==> config.mk <==
export PLATFORM = sky130hd
export DESIGN_NAME = mem_bus_arbiter
export DESIGN_NICKNAME = d
export VERILOG_FILES = /design/src/rtl/mem_bus_arbiter_pkg.sv /design/src/rtl/mem_bus_arbiter_watchdog.sv /design/src/rtl/mem_bus_arbiter.sv
export SDC_FILE = /design/constraint.sdc
export NUM_CORES = 1
export LEC_CHECK = 0
export BUFFER_PORTS_ARGS = -buffer_cell sky130_fd_sc_hd__clkbuf_2
export CORE_UTILIZATION = 39
export CTS_CLUSTER_DIAMETER = 30
export DETAILED_ROUTE_END_ITERATION = 10
export REMOVE_ABC_BUFFERS = 1
export SETUP_SLACK_MARGIN = 0.02
export SYNTH_ARGS = -nofsm -noshare
export SYNTH_HDL_FRONTEND = slang
export SYNTH_SLANG_ARGS = --single-unit
export TNS_END_PERCENT = 5
==> constraint.sdc <==
create_clock -name clk -period 2.38 [get_ports clk]
set_input_delay 0.119 -clock clk [delete_from_list [all_inputs] [get_ports clk]]
set_output_delay 0.119 -clock clk [all_outputs]
set_load 0.02 [all_outputs]
==> src/rtl/mem_bus_arbiter_pkg.sv <==
`default_nettype none
// +--------------------------------------------------------------------------+
// | mem_bus_arbiter_pkg : shared bus widths, arbiter state codes, timeout     |
// | Revision: 1.0                                                             |
// +--------------------------------------------------------------------------+
package mem_bus_arbiter_pkg;

  localparam int ADDR_BUS        = 32;
  localparam int DATA_BUS        = 32;
  localparam int MEM_SEL_BUS     = 4;
  localparam int DEFAULT_TIMEOUT = 255;

  typedef logic [1:0] arb_state_t;

  localparam arb_state_t ST_IDLE    = 2'd0;
  localparam arb_state_t ST_REQ_RAM = 2'd1;
  localparam arb_state_t ST_REQ_ROM = 2'd2;
  localparam arb_state_t ST_RELEASE = 2'd3;

  function automatic logic is_req_state(input arb_state_t s);
    return (s == ST_REQ_RAM) || (s == ST_REQ_ROM);
  endfunction

endpackage
`default_nettype wire

==> src/rtl/mem_bus_arbiter_watchdog.sv <==
`default_nettype none
// +--------------------------------------------------------------------------+
// | mem_bus_arbiter_watchdog : wait counter, one-cycle expire strobe          |
// | Revision: 1.0                                                             |
// +--------------------------------------------------------------------------+
module mem_bus_arbiter_watchdog #(
  parameter int TIMEOUT = 255
) (
  input  logic clk,
  input  logic rst,
  input  logic clr_i,
  input  logic en_i,
  output logic expire_o
);

  generate
    if (TIMEOUT > 0) begin : g_enabled
      localparam int CNT_W = (TIMEOUT > 1) ? $clog2(TIMEOUT) : 1;
      localparam logic [CNT_W-1:0] LAST = CNT_W'(TIMEOUT - 1);

      logic [CNT_W-1:0] count_q;

      // Fires on the TIMEOUT-th consecutive waiting cycle.
      assign expire_o = en_i && (count_q == LAST);

      always_ff @(posedge clk) begin
        if (!rst) begin
          count_q <= '0;
        end else if (clr_i || expire_o) begin
          count_q <= '0;
        end else if (en_i) begin
          count_q <= count_q + 1'b1;
        end
      end
    end else begin : g_disabled
      logic unused_inputs;
      assign unused_inputs = ^{clk, rst, clr_i, en_i};
      assign expire_o      = 1'b0;
    end
  endgenerate

endmodule
`default_nettype wire

==> src/rtl/mem_bus_arbiter.sv <==
`default_nettype none
// +--------------------------------------------------------------------------+
// | mem_bus_arbiter : serialises core RAM/ROM ports onto one memory bus       |
// | Revision: 1.0                                                             |
// +--------------------------------------------------------------------------+
module mem_bus_arbiter
  import mem_bus_arbiter_pkg::*;
#(
  parameter int ADDR_W  = ADDR_BUS,
  parameter int DATA_W  = DATA_BUS,
  parameter int SEL_W   = MEM_SEL_BUS,
  parameter int TIMEOUT = DEFAULT_TIMEOUT
) (
  input  logic              clk,
  input  logic              rst,
  input  logic              rom_en,
  input  logic [SEL_W-1:0]  rom_write_en,
  input  logic [ADDR_W-1:0] rom_addr,
  input  logic [DATA_W-1:0] rom_write_data,
  output logic [DATA_W-1:0] rom_read_data,
  input  logic              ram_en,
  input  logic [SEL_W-1:0]  ram_write_en,
  input  logic [ADDR_W-1:0] ram_addr,
  input  logic [DATA_W-1:0] ram_write_data,
  output logic [DATA_W-1:0] ram_read_data,
  output logic              stall,
  output logic              bus_req,
  output logic [SEL_W-1:0]  bus_we,
  output logic [ADDR_W-1:0] bus_addr,
  output logic [DATA_W-1:0] bus_wdata,
  input  logic [DATA_W-1:0] bus_rdata,
  input  logic              bus_ack,
  output logic              bus_err
);

  arb_state_t        state_d,     state_q;
  logic              pend_rom_d,  pend_rom_q;
  logic [SEL_W-1:0]  pend_we_d,   pend_we_q;
  logic [ADDR_W-1:0] pend_addr_d, pend_addr_q;
  logic [DATA_W-1:0] pend_wd_d,   pend_wd_q;
  logic              bus_req_d,   bus_req_q;
  logic [SEL_W-1:0]  bus_we_d,    bus_we_q;
  logic [ADDR_W-1:0] bus_addr_d,  bus_addr_q;
  logic [DATA_W-1:0] bus_wdata_d, bus_wdata_q;
  logic [DATA_W-1:0] rom_rd_d,    rom_rd_q;
  logic [DATA_W-1:0] ram_rd_d,    ram_rd_q;
  logic              bus_err_d,   bus_err_q;

  logic              wd_clr;
  logic              wd_en;
  logic              wd_expire;
  logic              phase_done;
  logic [DATA_W-1:0] phase_data;

  assign wd_en      = is_req_state(state_q) && !bus_ack;
  assign phase_done = bus_ack || wd_expire;
  // An abandoned transaction returns zero; ack always takes priority.
  assign phase_data = bus_ack ? bus_rdata : '0;

  mem_bus_arbiter_watchdog #(
    .TIMEOUT (TIMEOUT)
  ) u_watchdog (
    .clk      (clk),
    .rst      (rst),
    .clr_i    (wd_clr),
    .en_i     (wd_en),
    .expire_o (wd_expire)
  );

  always_comb begin
    state_d     = state_q;
    pend_rom_d  = pend_rom_q;
    pend_we_d   = pend_we_q;
    pend_addr_d = pend_addr_q;
    pend_wd_d   = pend_wd_q;
    bus_req_d   = bus_req_q;
    bus_we_d    = bus_we_q;
    bus_addr_d  = bus_addr_q;
    bus_wdata_d = bus_wdata_q;
    rom_rd_d    = rom_rd_q;
    ram_rd_d    = ram_rd_q;
    bus_err_d   = bus_err_q;
    wd_clr      = 1'b0;

    case (state_q)
      ST_IDLE: begin
        if (rom_en || ram_en) begin
          // The ROM request is captured now so a later phase is immune to port changes.
          pend_rom_d  = rom_en;
          pend_we_d   = rom_write_en;
          pend_addr_d = rom_addr;
          pend_wd_d   = rom_write_data;
          bus_req_d   = 1'b1;
          wd_clr      = 1'b1;
          if (ram_en) begin
            bus_we_d    = ram_write_en;
            bus_addr_d  = ram_addr;
            bus_wdata_d = ram_write_data;
            state_d     = ST_REQ_RAM;
          end else begin
            bus_we_d    = rom_write_en;
            bus_addr_d  = rom_addr;
            bus_wdata_d = rom_write_data;
            state_d     = ST_REQ_ROM;
          end
        end
      end

      ST_REQ_RAM: begin
        if (phase_done) begin
          ram_rd_d = phase_data;
          if (!bus_ack) begin
            bus_err_d = 1'b1;
          end
          if (pend_rom_q) begin
            pend_rom_d  = 1'b0;
            bus_we_d    = pend_we_q;
            bus_addr_d  = pend_addr_q;
            bus_wdata_d = pend_wd_q;
            wd_clr      = 1'b1;
            state_d     = ST_REQ_ROM;
          end else begin
            bus_req_d = 1'b0;
            state_d   = ST_RELEASE;
          end
        end
      end

      ST_REQ_ROM: begin
        if (phase_done) begin
          rom_rd_d   = phase_data;
          pend_rom_d = 1'b0;
          if (!bus_ack) begin
            bus_err_d = 1'b1;
          end
          bus_req_d = 1'b0;
          state_d   = ST_RELEASE;
        end
      end

      default: begin
        state_d = ST_IDLE;
      end
    endcase
  end

  always_ff @(posedge clk) begin
    if (!rst) begin
      state_q     <= ST_IDLE;
      pend_rom_q  <= 1'b0;
      pend_we_q   <= '0;
      pend_addr_q <= '0;
      pend_wd_q   <= '0;
      bus_req_q   <= 1'b0;
      bus_we_q    <= '0;
      bus_addr_q  <= '0;
      bus_wdata_q <= '0;
      rom_rd_q    <= '0;
      ram_rd_q    <= '0;
      bus_err_q   <= 1'b0;
    end else begin
      state_q     <= state_d;
      pend_rom_q  <= pend_rom_d;
      pend_we_q   <= pend_we_d;
      pend_addr_q <= pend_addr_d;
      pend_wd_q   <= pend_wd_d;
      bus_req_q   <= bus_req_d;
      bus_we_q    <= bus_we_d;
      bus_addr_q  <= bus_addr_d;
      bus_wdata_q <= bus_wdata_d;
      rom_rd_q    <= rom_rd_d;
      ram_rd_q    <= ram_rd_d;
      bus_err_q   <= bus_err_d;
    end
  end

  assign stall = ((state_q == ST_IDLE) && (rom_en || ram_en)) || is_req_state(state_q);

  assign bus_req       = bus_req_q;
  assign bus_we        = bus_we_q;
  assign bus_addr      = bus_addr_q;
  assign bus_wdata     = bus_wdata_q;
  assign rom_read_data = rom_rd_q;
  assign ram_read_data = ram_rd_q;
  assign bus_err       = bus_err_q;

endmodule
`default_nettype wire

==> results of run 1 <==
worst paths after layout:
kind	from	end	slack, ps	depth (start not counted)
worst min register to register	bus_addr[16]$_SDFFE_PN0P_	bus_addr[16]$_SDFFE_PN0P_	450	2
worst max register to register	state_q[0]$_SDFFE_PN0P_	bus_wdata[7]$_SDFFE_PN0P_	280	7
worst max-delay path	state_q[0]$_SDFFE_PN0P_	stall	220	5
worst min-delay path	ram_write_data[31]	bus_wdata[31]$_SDFFE_PN0P_	40	5
logic make-up after synthesis:
family,after synthesis,share of synthesized area
XOR/XNOR,5,0.00476
multiplexers,71,0.0772
adder cells (fa/ha/maj),6,0.00816
AO/OA/AOI/OAI,290,0.215
AND/OR/NAND/NOR,383,0.181
buffers and inverters,112,0.0506
flip-flops,213,0.463
flip-flops by register name (all words and copies together), names as in the netlist:
| register | cells |
|---|---|
| ram_read_data | 32 |
| pend_addr_q | 32 |
| pend_we_q | 4 |
| bus_req | 1 |
| bus_addr | 32 |
| u_watchdog.g_enabled.count_q | 8 |
| bus_wdata | 32 |
| rom_read_data | 32 |
| state_q | 2 |
| pend_wd_q | 32 |
| pend_rom_q | 1 |
| bus_we | 4 |
| bus_err | 1 |
per-layer routing:
metal	vias to the layer above	track usage	part of all wire
li1	4599	-	-
met5	-	0	0
met3	58	0.0717	0.079
met1	4323	0.269	0.41
met4	0	0.0952	0.029
met2	336	0.410	0.48
report_power, final:
part	switching [mW]	leakage (nW)	internal (mW)
combinational	3.75	3.29	1.85
clock	2.12	0.867	5.02
sequential	0.483	1.74	4.45
timing repair:
item | in CTS | in global routing
buffers inserted | 0 | 0
hold buffers | 100 | 0
hold endpoints to repair | 132 | 0
endpoints found under the setup margin | 0 | 0
critical path, cell delays in order, from the launching register on:
cell	delay [ps]
dfxtp_1	410
inv_1	90
ha_1	310
o21ai_4	380
nand2b_1	120
clkbuf_2	210
final cells by class:
class / instances / area [sq um]
clock buffers: 63 / 1400
clock inverters: 29 / 398
fillers: 2000 / 9140
inverters: 4 / 15.0
multi-input cells: 755 / 4520
flip-flops and latches: 213 / 4260
well taps: 313 / 392
repair buffers: 427 / 2790
through the flow:
step / cell area, sq um / hold slack (ps) / power (mW) / utilization / setup slack (ps)
2_1_floorplan: 8750 / 237 / 8.03 / - / -2370
3_3_place_gp: 11000 / 367 / 10.4 / 0.479 / 339
3_5_place_dp: 11000 / 374 / 10.5 / 0.479 / 292
4_1_cts: 13800 / 20.3 / 17.8 / 0.601 / 169
5_1_grt: 13800 / 64.2 / 18.6 / 0.601 / 79.1
6_report: 13800 / 41.4 / 17.7 / 0.601 / 224
layout by cell type (no fill, tap or decap), drive strengths merged, types with 2 or more instances in the layout:
cell,n
a21boi,70
buf,21
clkbuf,369
dfxtp,213
nor2b,4
clkinv,11
dlygate4sd3,100
and2,3
nand4,72
o211ai,4
nand3,2
nand2,282
o21ai,141
a21oi,5
xor2,3
bufinv,8
mux2i,71
nor2,11
inv,8
nand2b,4
clkinvlp,6
xnor2,2
o21a,3
a32o,64
ha,6
==> impl_metrics.py, run 1 <==
metrics = {
    "run_status": {
        "outcome": "completed",
    },
    "die": {
        "fp-row-count": 55,
        "dieArea_sq_mm": 0.0242,
        "floorplan.initialDensity": 0.402,
        "die_y_um": 156,
        "boundaryPins": 308,
        "die-width_um": 156,
        "fp.coreArea_sq_mm": 0.0229,
    },
    "sta": {
        "rsz0062_at_grt": "no",
        "setup_viol": 0,
        "final.setup_skew_ps": 12.6,
        "finalSetupTns_ps": 0,
        "worst_slew_margin_rel": 0.365,
        "max_clock_freq_mhz": 464,
        "period_needed_ps": 2160,
        "hold_violations": 0,
        "tightest_slew_ps": 949,
        "post-route-period-util": 0.906,
        "maxSlewViolCount": 0,
    },
    "yosys": {
        "synthArstFlopShare": 0,
        "synth.most_common_cell": "nand2_1",
        "ys_top_cells_by_area": "dfxtp_1, nand2_1, mux2i_1",
        "synth_top_flop_cell": "dfxtp_1",
        "ys_seq_elements": 213,
        "synth_common_cells": "nand2_1, dfxtp_1, o21ai_0",
        "synth_edf_count": 0,
        "syn_area_sq_mm": 0.00920,
        "synth_top_area_frac": 0.463,
        "yosysUniqueCellTypes": 35,
        "synth_area_per_cell_sq_um": 8.52,
        "synthCells": 1080,
        "seq_area_frac_synth": 0.463,
        "yosysTopAreaCell": "dfxtp_1",
        "yosysWarnings": 0,
    },
    "global_route": {
        "grt_max_degree": 141,
        "antenna_found_initial": 0,
        "grt_overflow": 0,
        "first_global_vias": 9086,
        "track_usage": 0.236,
        "grt_pass1_wl_mm": 46.0,
    },
    "detailed_routing": {
        "wl_per_cell_um": 16.1,
        "wirelength_mm": 29.1,
        "drc_errors": 0,
        "viasPerCell": 5.16,
        "first_iter_violations": 582,
        "dr.pass1.iters": 5,
        "ant_nets": 0,
        "via_count": 9316,
    },
    "critical_path": {
        "startpoint_type": "flop",
        "criticalPathCategory": "reg -> out",
        "cp.required_ps": 2260,
        "worstPathArrival_ps": 2040,
        "worstPathMaxFanout": 31,
        "end_kind": "output port",
    },
    "clock_network": {
        "ctsResizeCount": 0,
        "root_buffer": "clkbuf_16",
        "cts_buffer_depth": 3,
        "clk_pin_slew_worst_paths_ps": 50,
        "clkSinkCount": 213,
        "cts_made_buffers": 50,
        "cts_max_level": 2,
        "clock_latency_ps": 530,
        "tritoncts": "built",
    },
    "finish": {
        "finalNonFillerCells": 1804,
        "area_growth_pct": 49.7,
        "layout-drive-gt1-share": 0.285,
        "diodes": 0,
        "final_nets": 1630,
    },
    "run": {
        "max-cap-violations": 0,
    },
    "placed_design": {
        "portBuffers": 307,
        "hpwl_mm": 17.4,
        "dp.cells": 1612,
        "gp_congestion": 0.792,
    },
    "pwr": {
        "peakVddDrop_mv": 1.02,
        "p_leak_nw": 5.90,
        "power_density_mw_per_mm2": 1280,
    },
    "min_path": {
        "hp-class": "in -> reg",
    },
}
No activity file was read; power rests on OpenSTA's default activity.
==> run 2, diff against run 1 <==
Settings changed: ABC_AREA set to 1, CORE_ASPECT_RATIO set to 1.75.
==> impl_metrics.py, run 2 <==
metrics = {
    "sta": {
        "hold_violations": 0,
        "final.setup_skew_ps": 10.2,
        "tightest_slew_ps": 836,
        "finalSetupTns_ps": 0,
        "maxSlewViolCount": 0,
        "post-route-period-util": 0.911,
        "worst_slew_margin_rel": 0.443,
        "period_needed_ps": 2170,
        "max_clock_freq_mhz": 461,
        "rsz0062_at_grt": "no",
        "setup_viol": 0,
    },
    "clock_network": {
        "cts_buffer_depth": 3,
        "post_cts_buffers": 0,
        "root_buffer": "clkbuf_16",
        "cts_made_buffers": 38,
        "cts_max_level": 2,
        "tritoncts": "built",
        "clk_pin_slew_worst_paths_ps": 50,
        "clkSinkCount": 213,
        "clock_latency_ps": 510,
    },
    "yosys": {
        "seq_area_frac_synth": 0.426,
        "yosysWarnings": 0,
        "synth.most_common_cell": "nand2_1",
        "synthArstFlopShare": 0,
        "synth_area_per_cell_sq_um": 6.63,
        "synth_top_flop_cell": "dfxtp_1",
        "ys_top_cells_by_area": "dfxtp_1, nand2_1, inv_1",
        "synth_edf_count": 0,
        "yosysUniqueCellTypes": 25,
        "synth_common_cells": "nand2_1, dfxtp_1, inv_1",
        "syn_area_sq_mm": 0.0100,
        "ys_seq_elements": 213,
        "synth_top_area_frac": 0.426,
        "synthCells": 1511,
        "yosysTopAreaCell": "dfxtp_1",
    },
    "critical_path": {
        "worstPathMaxFanout": 28,
        "cp.required_ps": 2830,
        "worstPathArrival_ps": 2620,
        "criticalPathCategory": "reg -> reg",
        "startpoint_type": "flop",
        "end_kind": "flop",
        "r2r_cells": 9,
    },
    "min_path": {
        "whs_path_depth": 6,
        "hp-class": "in -> reg",
    },
    "global_route": {
        "grt_pass1_wl_mm": 51.0,
        "met3_usage": 0.0420,
        "top_usage_layer": "met2",
        "first_global_vias": 10362,
        "grt_max_degree": 103,
        "antenna_found_initial": 1,
        "grt_overflow": 0,
        "track_usage": 0.243,
        "groute.layer.met1.usage": 0.257,
        "use_met2": 0.442,
    },
    "pwr": {
        "pwr-share-seq": 0.303,
        "p_sw_mw": 6.58,
        "p_total_mw": 17.2,
        "power_density_mw_per_mm2": 1210,
        "p_leak_nw": 6.97,
        "switching_share": 0.382,
        "p_int_mw": 10.6,
        "combPwrFrac": 0.368,
        "clockPowerShare": 0.330,
        "peakVddDrop_mv": 0.640,
    },
    "finish": {
        "nFillCells": 2470,
        "final_area_sq_mm": 0.0142,
        "layout_commonest_cell": "nand2_1",
        "finish.utilization": 0.562,
        "layout_common_cells": "nand2_1, clkbuf_2, dfxtp_1",
        "area_growth_pct": 41.5,
        "layout-drive-gt1-share": 0.221,
        "final_nets": 2048,
    },
    "die": {
        "floorplan.initialDensity": 0.397,
        "die-width_um": 123,
        "boundaryPins": 308,
        "fp.coreArea_sq_mm": 0.0252,
        "dieArea_sq_mm": 0.0264,
        "fp-row-count": 77,
        "die_y_um": 214,
    },
    "run": {
        "max-cap-violations": 0,
    },
    "detailed_routing": {
        "dr.pass1.iters": 6,
        "wirelength_mm": 32.5,
        "ant_nets": 0,
        "wl_per_cell_um": 14.7,
        "drc_errors": 0,
        "via_count": 10996,
        "viasPerCell": 4.96,
        "first_iter_violations": 500,
    },
    "placed_design": {
        "portBuffers": 307,
        "gp_congestion": 0.799,
        "dpl-instance-area_sq_mm": 0.0118,
        "hpwl_mm": 21.0,
    },
    "run_status": {
        "outcome": "completed",
    },
}
## run 2: power by group through the flow
stage,sequential (mW),combinational [mW],clock (mW)
3_5_place_dp,5.27,6.22,0
6_report,5.20,6.33,5.67
2_1_floorplan,5.65,3.34,0
5_1_grt,5.32,7.12,5.96
3_3_place_gp,5.25,6.14,0
4_1_cts,5.20,6.39,5.79
## run 2: timing repair
item / 4_1_cts / 5_1_grt
hold endpoints to repair: 138 / 0
setup endpoints to repair: 0 / 1
hold buffers: 102 / 0
gates resized for setup: 0 / 1
## run 2: cell families (layout without fill, tap and decap cells)
logic type,count (synthesis),after routing,synth area share
other,0,1,0
AO/OA/AOI/OAI,283,283,0.142
AND/OR/NAND/NOR,668,668,0.288
adder cells (fa/ha/maj),6,6,0.00749
buffers and inverters,337,725,0.134
XOR/XNOR,4,4,0.00350
flip-flops,213,213,0.426
## run 2: final timing paths
check	from	end	slack, ps
max reg2reg	state_q[1]$_SDFFE_PN0P_	bus_req$_SDFFE_PN0P_	210
min reg2reg	pend_wd_q[10]$_SDFFE_PN0P_	pend_wd_q[10]$_SDFFE_PN0P_	440
max	state_q[1]$_SDFFE_PN0P_	bus_req$_SDFFE_PN0P_	210
min	ram_en	state_q[1]$_SDFFE_PN0P_	80
## run 2: critical path, cell delays in order (launching register included)
cell and delay [ps]:
dfxtp_1 400, inv_1 80, ha_1 280, nand2_1 120
or2_2 440, buf_4 430, nand3_1 140, nand2_1 80
inv_1 40, nor2_1 80
## run 2: cell type report
class                      count  area, sq um  share of cell area
antenna                        1         2.50            0.000177
clock buffer                  49         1050              0.0742
clock inverter                21          298              0.0210
inverter                     220          828              0.0584
multi-input combinational    961         4450               0.314
sequential                   213         4260               0.301
tap                          316          395              0.0279
timing repair buffer         435         2880               0.203
## run 2: layer usage
layer	vias up	share of wire
li1	5550	-
met1	4966	0.38
met4	0	0.049
met2	398	0.51
met5	-	0
met3	82	0.058
## run 2: per-stage QoR
| step | std cells | setup WS, ps | hold slack (ps) |
|---|---|---|---|
| finish | 2216 | 212 | 81.3 |
| CTS | 2215 | 107 | 54.6 |
| global placement | 2043 | 249 | 392 |
| detailed placement | 2043 | 234 | 398 |
| floorplan | 1394 | -3090 | 240 |
| global route | 2216 | 44.0 | 93.3 |
